### src/rtl/address_sequencer.sv
// Address sequencer: steps a ROM/display address through a programmable
// window [LowAddr..HighAddr] on rising edges of the timer Enable tick.
// Supports run/stop, up/down, synchronous load, and loop or one-shot mode.
module address_sequencer #(
    parameter int AW   = 5,
    parameter bit LOOP = 1'b1
) (
    input  logic          Clk,
    input  logic          Reset,
    input  logic          Enable,
    input  logic          Run,
    input  logic          Dir,
    input  logic          Load,
    input  logic [AW-1:0] LoadAddr,
    input  logic [AW-1:0] LowAddr,
    input  logic [AW-1:0] HighAddr,
    output logic [AW-1:0] Address,
    output logic          AddrStrobe,
    output logic          Wrap,
    output logic          Err,
    output logic [1:0]    State
);

    typedef enum logic [1:0] {
        IDLE = 2'b00,
        RUN  = 2'b01,
        DONE = 2'b10
    } stateT;

    stateT         state;
    stateT         stateNext;
    logic [AW-1:0] addrNext;
    logic          wrapNext;
    logic          enableQ;
    logic          tick;
    logic          outside;
    logic          atUpEdge;
    logic          atDownEdge;

    // An inverted window is flagged regardless of reset or state.
    assign Err = (LowAddr > HighAddr);

    // A long Enable pulse still only counts once: only its rising edge is a tick.
    assign tick = Enable & ~enableQ;

    // Out-of-window is decided before any +/-1, so the step never overflows.
    assign outside    = (Address < LowAddr) || (Address > HighAddr);
    assign atUpEdge   = (Address == HighAddr);
    assign atDownEdge = (Address == LowAddr);

    assign State = state;

    // Next-state and next-address logic: Load beats tick, tick beats hold.
    always_comb begin
        stateNext = state;
        addrNext  = Address;
        wrapNext  = 1'b0;
        if (Load) begin
            addrNext  = LoadAddr;
            stateNext = Run ? RUN : IDLE;
        end else begin
            case (state)
                IDLE: begin
                    if (Run) begin
                        stateNext = RUN;
                    end
                end
                RUN: begin
                    if (!Run) begin
                        stateNext = IDLE;
                    end else if (tick && !Err) begin
                        if (outside) begin
                            addrNext = Dir ? HighAddr : LowAddr;
                        end else if (!Dir) begin
                            if (!atUpEdge) begin
                                addrNext = Address + AW'(1);
                            end else if (LOOP) begin
                                addrNext = LowAddr;
                                wrapNext = 1'b1;
                            end else begin
                                stateNext = DONE;
                                wrapNext  = 1'b1;
                            end
                        end else begin
                            if (!atDownEdge) begin
                                addrNext = Address - AW'(1);
                            end else if (LOOP) begin
                                addrNext = HighAddr;
                                wrapNext = 1'b1;
                            end else begin
                                stateNext = DONE;
                                wrapNext  = 1'b1;
                            end
                        end
                    end
                end
                DONE: begin
                    if (!Run) begin
                        stateNext = IDLE;
                    end
                end
                default: begin
                    stateNext = IDLE;
                end
            endcase
        end
    end

    // State, address, strobe and wrap registers with asynchronous active-low reset.
    always_ff @(posedge Clk or negedge Reset) begin
        if (!Reset) begin
            state      <= IDLE;
            Address    <= '0;
            AddrStrobe <= 1'b0;
            Wrap       <= 1'b0;
            enableQ    <= 1'b0;
        end else begin
            state      <= stateNext;
            Address    <= addrNext;
            AddrStrobe <= (addrNext != Address);
            Wrap       <= wrapNext;
            enableQ    <= Enable;
        end
    end

endmodule

### config.mk
export PLATFORM = sky130hd
export DESIGN_NAME = address_sequencer
export DESIGN_NICKNAME = d
export VERILOG_FILES = /design/src/rtl/address_sequencer.sv
export SDC_FILE = /design/constraint.sdc
export NUM_CORES = 1
export LEC_CHECK = 0
export ABC_AREA = 1
export BUFFER_PORTS_ARGS = -buffer_cell sky130_fd_sc_hd__buf_2
export CAP_MARGIN = 20
export CORE_AREA = 8 8 75 77
export CTS_CLUSTER_SIZE = 40
export DETAILED_ROUTE_END_ITERATION = 12
export DIE_AREA = 0 0 83 85
export PLACE_DENSITY = 0.58
export SETUP_SLACK_MARGIN = 0.1
export SYNTH_ARGS = -nofsm -noshare
export SYNTH_HDL_FRONTEND = slang
export SYNTH_SLANG_ARGS = --single-unit
### constraint.sdc
create_clock -name Clk -period 2.1 [get_ports Clk]
set_input_delay 0.105 -clock Clk [delete_from_list [all_inputs] [get_ports Clk]]
set_output_delay 0.105 -clock Clk [all_outputs]
set_load 0.01 [all_outputs]
==> impl_metrics.ini, run 1 <==
[setup_path]
critPathKind = reg -> reg
cp_common_cell = nand2_2
cp.required_ns = 2.21
path_buf_inv = 0
crit_path_end_kind = register
slowest_stage = dfrtp_2
cp_cell_sequence = ha_4, nand2_4, nor2_8, nand3_1, nand3_1, nand2_2, nand2_2, nand3_2, nand2_2, nand2_2, nand2_1, nand2_1, nor2_1, nand3_1
startpoint_type = register
critical_path_depth = 14
crit_arrival_ns = 2.16
max_stage_delay_ns = 0.47
cpLargestDelayFamily = simple AND/OR/NAND/NOR gates
ff2ff_path_depth = 14
cp_max_fo = 6

[floorplan]
chipHeight_um = 85
die_x_um = 83
die_area_um2 = 7060
start_util = 0.300
core_area_um2 = 4540
ios = 31
rows = 25

[clock_tree]
cts_root_buf = clkbuf_8
htree_levels = 1
cts_tree = done
path_clk_slew_ns = 0.05
clkLatencyLatePin_ns = 0.23
clock_path_buffers = 2
clock_sinks = 9
cts_buffers = 3

[drt]
first_pass_iters = 4
drt_iter0_markers = 100
wl_um = 4290
vias = 1519
viasPerCell = 4.84
antenna_left = 0
post_drt_wl_per_cell_um = 13.7
drc_errors = 0

[logic_synthesis]
synth_top_family_by_area = simple AND/OR/NAND/NOR gates
synth_xor_area_frac = 0.0257
synth_area_um2 = 1360
ys_ff_latch = 9
synth.distinct_cells = 28
synth_nets = 258
yosysWarnings = 0
synth_fa_ha_area_frac = 0.156
netlist_instances = 220
synth-compound-area-share = 0.0670
synthSimpleGateAreaFrac = 0.464
ys_seq_area_frac = 0.165
syn_area_per_cell_um2 = 6.19
synth_mux_area_frac = 0

[global_route]
grt_pass1_wl_um = 6870
grt_pass1_vias = 1459
grtUsageTotal = 0.114
antenna_found_initial = 0
grt_max_degree = 12
gr-total-overflow = 0

[min_path]
hold_depth = 4
worstHoldPathType = in -> reg

[placement]
dpl.cell_count = 304
gp_congestion = 0.840
place_area_um2 = 1590
dp_hpwl_um = 3400
port_buffers = 29

[pwr]
ir_drop_mv = 0.378
p_leak_nw = 1.01
power.density_nw_per_um2 = 486

[status]
status = finished clean

[timing]
fin_crit_ns = 2.05
rsz0062_at_grt = yes
finalHoldViolCount = 0
finalMaxSlewViolations = 0
min_period_over_period = 0.976
max_freq_mhz = 488
clock_skew_ns = 0.00498
setup_viol = 0

[cells_and_area]
final_cell_mix = 58 x nand2_1, 31 x inv_1, 29 x buf_2, 26 x nand3_1, 11 x nand2_2
stdcell_area_um2 = 1920
area.growth.synth_to_final_pct = 41.0
final_common_cell = nand2_1
fill_cells = 474
diodes = 0
drive_gt1_frac = 0.377
fin_nets = 299
stdcell_count = 314

[run]
max_cap_viol_count = 0
## path summary, 6_finish.rpt
kind | from | endpoint | slack, ns
max | Address[2] | AddrStrobe | 0.05
max in group asynchronous | Reset | Address[1] | 1.64
min reg2reg | Address[0] | AddrStrobe | 0.71
max reg2reg | Address[2] | AddrStrobe | 0.05
min | LoadAddr[3] | Address[3] | 0.18
min in group asynchronous | Reset | enableQ | 0.26
## synth_stat cells (all sizes together)
library cell,instances,area [µm²]
a21oi,12,71.3
buf,4,27.5
clkbuf,1,3.75
clkinv,1,3.75
conb,1,3.75
dfrtp,9,225
ha,17,213
inv,34,128
nand2,77,312
nand3,35,185
nand4,2,12.5
nor2,10,63.8
nor3,2,15.0
nor4,1,6.26
o21ai,4,20.0
or2,6,37.5
xor2,4,35.0
## kinds of logic after synthesis
logic type | Yosys count
flip-flops | 9
adder cells (fa/ha/maj) | 17
buffers and inverters | 40
other | 1
XOR/XNOR | 4
AND/OR/NAND/NOR | 133
AO/OA/AOI/OAI | 16
## per-layer routing
metal / vias to the layer above / wire length [µm] / track usage
met2: 38 / 2140 / 0.200
li1: 777 / - / -
met1: 696 / 1960 / 0.141
met5: - / 0 / 0
met3: 8 / 136 / 0.0134
met4: 0 / 55 / 0.0351
## stage by stage
stage	total power [mW]	setup WS (ns)	hold slack (ns)	utilization	setup TNS, ns
detailed placement	0.616	0.0149	-0.0345	0.350	0
global route	1.01	-0.0562	0.208	0.424	-0.0562
global placement	0.613	0.0359	-0.0339	0.350	0
finish	0.935	0.0497	0.178	0.424	0
floorplan	0.492	0.207	-0.191	-	0
CTS	0.864	0.114	0.186	0.390	0
## flip-flops by register name, indices dropped and copies added, names as in the netlist
signal / cells
AddrStrobe: 1
Address: 5
State: 1
Wrap: 1
enableQ: 1
## layout make-up
cell class / instances / area [µm²] / area share
flip-flops and latches: 9 / 230 / 0.120
repair buffers: 41 / 246 / 0.128
multi-input cells: 171 / 1200 / 0.624
well taps: 54 / 67.6 / 0.0352
clock buffers: 3 / 41.3 / 0.0215
inverters: 35 / 131 / 0.0684
clock inverters: 1 / 5.00 / 0.00260
## report_power, final
part           switching [mW]  internal [mW]  leakage [nW]  total (mW)
registers              0.0187          0.189        0.0987       0.207
clock network          0.0722          0.130        0.0255       0.202
logic                   0.313          0.212         0.884       0.526
total                   0.404          0.531          1.01       0.935
## tightest hold or removal path: cells and delay by family
family / cells / cell delay [ns]
simple gates: 2 / 0.16
buf+inv: 2 / 0.11
## repair_timing
| item | in CTS | in global routing |
|---|---|---|
| resized for setup | 15 | 31 |
| cloned | 0 | 0 |
| endpoints found under the hold margin | 11 | 0 |
| buffers inserted | 2 | 1 |
| pin swaps | 8 | 16 |
| setup endpoints to repair | 1 | 2 |
| hold buffers | 3 | 0 |
Note: power is estimated with default switching activity, not from simulation.
==> run 2: changes to the inputs <==
- PLACE_DENSITY: 0.58 -> not set
- PLACE_DENSITY_LB_ADDON: not set -> 0.08
- SLEW_MARGIN: not set -> 20
==> run 2 against run 1 <==
Net effect:
- clock power is essentially flat
- core utilization grew 1.4 points
- critical path type unchanged
- cell area grew 3.2%
- die area is the same
- maximum frequency grew 2.1%
- clock-buffer cell count is the same
- first-iteration DRC count shrank 17%
- setup slack gained 0.043 ns
- sequential power is essentially flat
==> impl_metrics.ini, run 2 (synthesis results as in run 1) <==
[placement]
place_area_um2 = 1600
gp_congestion = 0.869
port_buffers = 29
dp_hpwl_um = 3550

[cells_and_area]
finalCoreUtilization = 0.437
largest_reg_flops = 5
final_cell_mix = 59 x nand2_1, 30 x inv_1, 29 x buf_2, 27 x nand3_1, 12 x buf_4
stdcell_area_um2 = 1980
diodes = 0
fill_cells = 480
fin_nets = 305
final_common_cell = nand2_1
area.growth.synth_to_final_pct = 45.5
top_register = Address
drive_gt1_frac = 0.391

[clock_tree]
htree_levels = 1
cts_buffers = 3
clkLatencyLatePin_ns = 0.23
cts_root_buf = clkbuf_8
path_clk_slew_ns = 0.05
clock_path_buffers = 2
cts_tree = done
clock_sinks = 9

[pwr]
p_sw_frac = 0.427
p_int_uw = 555
combPwrFrac = 0.577
p_leak_nw = 1.04
pwr-share-seq = 0.214
ir_drop_mv = 0.403
p_clk_frac = 0.209
power.density_nw_per_um2 = 489
p_switching_uw = 414

[drt]
wl_um = 4490
drc_errors = 0
vias = 1531
drt_iter0_markers = 83
first_pass_iters = 4
viasPerCell = 4.78
post_drt_wl_per_cell_um = 14.0
antenna_left = 0

[status]
status = finished clean

[setup_path]
cp_cell_sequence = ha_4, nand2_4, nor2_4, nand3_2, nand3_1, nand2_1, nand2_1, nand3_2, nand2_2, nand2_2, nand2_1, nand2_1, nor2_1, nand3_1
crit_path_end_kind = register
r2r-start = Address[1]
max_stage_delay_ns = 0.46
worstSetupStartpoint = Address[1]
startpoint_type = register
cp_common_cell = nand2_1
critPathKind = reg -> reg
slowest_stage = dfrtp_2
crit_arrival_ns = 2.12
cp.required_ns = 2.21
cp_max_fo = 7

[timing]
fin_setup_tns_ns = 0
clock_skew_ns = 0.000444
rsz0062_at_grt = yes
setup_viol = 0
finalMaxSlewViolations = 0
min_period_over_period = 0.956
max_freq_mhz = 498
fin_crit_ns = 2.01
finalHoldViolCount = 0

[floorplan]
chipHeight_um = 85
ios = 31
rows = 25
core_area_um2 = 4540
start_util = 0.300
die_x_um = 83
die_area_um2 = 7060

[global_route]
grt_pass1_vias = 1567
antenna_found_initial = 0
grt_pass1_wl_um = 7470
grt_max_degree = 12
grtUsageTotal = 0.124
gr-total-overflow = 0

[run]
max_cap_viol_count = 0

[min_path]
worstHoldPathType = in -> reg
hp-start = LoadAddr[0]
-- run 2: repair_timing --
| action | 4_1_cts | 5_1_grt |
|---|---|---|
| gates resized for setup | 23 | 25 |
| hold buffers | 3 | 0 |
| endpoints found under the setup margin | 2 | 3 |
| gates cloned | 0 | 0 |
| endpoints found under the hold margin | 11 | 0 |
| pin swaps | 11 | 15 |
| buffers inserted | 5 | 2 |
-- run 2: final timing paths --
kind / depth (start not counted) / slack (ns) / to
max in group asynchronous: 2 / 1.65 / Address[4]
max: 14 / 0.09 / AddrStrobe
min: 4 / 0.19 / Address[0]
max reg2reg: 14 / 0.09 / AddrStrobe
min reg2reg: 5 / 0.74 / AddrStrobe
min in group asynchronous: 2 / 0.26 / State[0]
-- run 2: metrics by stage --
step | setup WS (ns) | hold WS, ns | total power [mW] | std cells
global route | -0.0671 | 0.218 | 1.06 | 320
global placement | -0.0442 | -0.0290 | 0.635 | 306
detailed placement | -0.0379 | -0.0313 | 0.627 | 306
floorplan | 0.207 | -0.191 | 0.492 | 220
finish | 0.0928 | 0.186 | 0.969 | 320
CTS | 0.100 | 0.186 | 0.908 | 318
-- run 2: power groups by stage --
stage,logic (mW),clock network [mW],registers [mW]
floorplan,0.282,0,0.209
global placement,0.434,0,0.201
detailed placement,0.426,0,0.201
CTS,0.497,0.208,0.203
global route,0.626,0.220,0.209
finish,0.560,0.202,0.207
-- run 2: critical path: cells and delay by family, from the launching register on --
kind / cells / cell delay, ns
flip-flops: 1 / 0.46
adder cells (fa/ha/maj): 1 / 0.30
AND/OR/NAND/NOR: 13 / 1.12
-- run 2: per-layer routing --
layer / global-route usage / part of all wire / up-vias / routed length [µm]
li1: - / - / 793 / -
met1: 0.154 / 0.45 / 692 / 2010
met2: 0.221 / 0.51 / 40 / 2300
met3: 0.0144 / 0.030 / 6 / 133
met4: 0.0272 / 0.0087 / 0 / 39
met5: 0 / 0 / - / 0
-- run 2: area by class of cell --
cell class                 count  area (µm²)  share of cell area
sequential                     9         230               0.116
clock buffer                   3        41.3              0.0208
timing repair buffer          47         299               0.151
inverter                      35         131              0.0662
multi-input combinational    171        1210               0.609
clock inverter                 1        5.00             0.00252
tap                           54        67.6              0.0341
==> run 3: changes to the inputs <==
- PLACE_DENSITY: not set -> 0.62
- PLACE_DENSITY_LB_ADDON: 0.08 -> not set
==> run 3 against run 2 <==
Net effect:
- clock power down 3%
- setup slack lost 0.0088 ns
- sequential power is essentially flat
- first-iteration DRC count down 11%
- sequential share of layout area rose by 0.44 points
- clock skew rose by 0.0030 ns
- core utilization shrank 1.6 points
- global-route usage is 1.2 points lower
- critical endpoint unchanged
==> impl_metrics.ini, run 3 (synthesis results as in run 1) <==
[status]
status = finished clean

[drt]
first_pass_iters = 4
drt_iter0_markers = 74
antenna_left = 0
viasPerCell = 4.78
vias = 1497
wl_um = 4210
post_drt_wl_per_cell_um = 13.4
drc_errors = 0

[clock_tree]
clkLatencyLatePin_ns = 0.23
clock_path_buffers = 2
clock_sinks = 9
cts_root_buf = clkbuf_8
path_clk_slew_ns = 0.05
htree_levels = 1
cts_buffers = 3
cts_tree = done

[setup_path]
cp_max_fo = 8
cpLargestDelayFamily = simple AND/OR/NAND/NOR gates
r2r-start = Address[4]
cp.required_ns = 2.21
critPathKind = reg -> reg
startpoint_type = register
cp_cell_sequence = ha_4, nand2_4, nor2_8, nand2_8, a21oi_4, nand2_1, nand3_2, nand2_2, nand3_1, nand2_1, nor2_1, nand3_1
slowest_stage = dfrtp_2
crit_path_end_kind = register
crit_arrival_ns = 2.13
worstSetupStartpoint = Address[4]
path_buf_inv = 0
max_stage_delay_ns = 0.45

[timing]
min_period_over_period = 0.960
finalHoldViolCount = 0
rsz0062_at_grt = yes
fin_crit_ns = 2.02
setup_viol = 0
clock_skew_ns = 0.00340
max_freq_mhz = 496
finalMaxSlewViolations = 0

[global_route]
grt_max_degree = 12
grtUsageTotal = 0.112
grt_pass1_vias = 1449
antenna_found_initial = 0
gr-total-overflow = 0
grt_pass1_wl_um = 6870

[pwr]
p_clk_frac = 0.211
p_int_uw = 533
combPwrFrac = 0.564
p_switching_uw = 391
pwr-share-seq = 0.225
ir_drop_mv = 0.306
p_sw_frac = 0.423
power.density_nw_per_um2 = 484
p_leak_nw = 0.991

[floorplan]
rows = 25
core_area_um2 = 4540
ios = 31
die_area_um2 = 7060
start_util = 0.300
chipHeight_um = 85
die_x_um = 83

[cells_and_area]
fin_nets = 298
register_area_um2 = 230
final_common_cell = nand2_1
finalCoreUtilization = 0.421
multi_input_area_um2 = 1200
top_register = Address
area.growth.synth_to_final_pct = 40.2
stdcell_count = 313
fill_cells = 476
drive_gt1_frac = 0.363
largest_reg_flops = 5
final_cell_mix = 61 x nand2_1, 31 x inv_1, 29 x buf_2, 25 x nand3_1, 10 x a21oi_1
diodes = 0

[min_path]
hp-start = LoadAddr[3]
worstHoldPathType = in -> reg

[placement]
gp_congestion = 0.918
port_buffers = 29
dp_hpwl_um = 3410
dpl.cell_count = 305

[run]
max_cap_viol_count = 0
-- run 3: cell types whose count changed in the layout (fill, tap and decap cells not counted), sizes merged --
cell and delta:
buf -7, clkbuf +1, clkinv -1
-- run 3: final cells by class --
cell class                      instances  share of cell area
Clock buffer                            4              0.0236
Inverter                               35              0.0688
Multi-Input combinational cell        171               0.629
Sequential cell                         9               0.120
Tap cell                               54              0.0354
Timing Repair Buffer                   40               0.123
-- run 3: power groups by stage --
| stage | clock [mW] | sequential [mW] | combinational [mW] |
|---|---|---|---|
| after floorplan | 0 | 0.209 | 0.282 |
| after global placement | 0 | 0.202 | 0.414 |
| after detailed placement | 0 | 0.203 | 0.417 |
| after CTS | 0.199 | 0.203 | 0.461 |
| after global routing | 0.207 | 0.210 | 0.575 |
| final | 0.195 | 0.208 | 0.521 |
-- run 3: per-stage QoR --
stage / hold WS, ns / cell area, µm² / TNS [ns] / setup slack (ns) / power (mW)
after floorplan: -0.191 / 1360 / 0 / 0.207 / 0.492
after global placement: -0.0347 / 1600 / 0 / 0.0470 / 0.616
after detailed placement: -0.0341 / 1600 / 0 / 0.0284 / 0.619
after CTS: 0.204 / 1750 / 0 / 0.103 / 0.863
after global routing: 0.218 / 1910 / -0.0129 / -0.0129 / 0.992
final: 0.196 / 1910 / 0 / 0.0840 / 0.924
-- run 3: routing by layer --
layer | global-route usage | part of all wire | vias up
met5 | 0 | 0 | -
met4 | 0.0208 | 0.011 | 0
met3 | 0.0182 | 0.043 | 4
met2 | 0.181 | 0.47 | 47
met1 | 0.151 | 0.47 | 672
li1 | - | - | 774
-- run 3: repair_timing --
| action | 4_1_cts | 5_1_grt |
|---|---|---|
| hold buffers | 3 | 0 |
| buffers inserted | 1 | 0 |
| pin swaps | 6 | 13 |
| resized for setup | 12 | 31 |
| setup endpoints to repair | 1 | 2 |
| endpoints found under the hold margin | 11 | 0 |
-- run 3: worst register-to-register path, delay by kind of cell, from the launching register on --
family | cells | cell delay, ns
flops | 1 | 0.45
compound gates | 1 | 0.23
fa+ha+maj | 1 | 0.30
simple gates | 10 | 0.92
-- run 3: path summary, 6_finish.rpt --
path                         endpoint  slack [ns]  cells after the start
setup / recovery           AddrStrobe        0.08                     12
max in group asynchronous  Address[4]        1.64                      2
hold / removal             Address[3]        0.20                      4
setup reg to reg           AddrStrobe        0.08                     12
min in group asynchronous  AddrStrobe        0.27                      2
hold reg to reg            AddrStrobe        0.71                      5
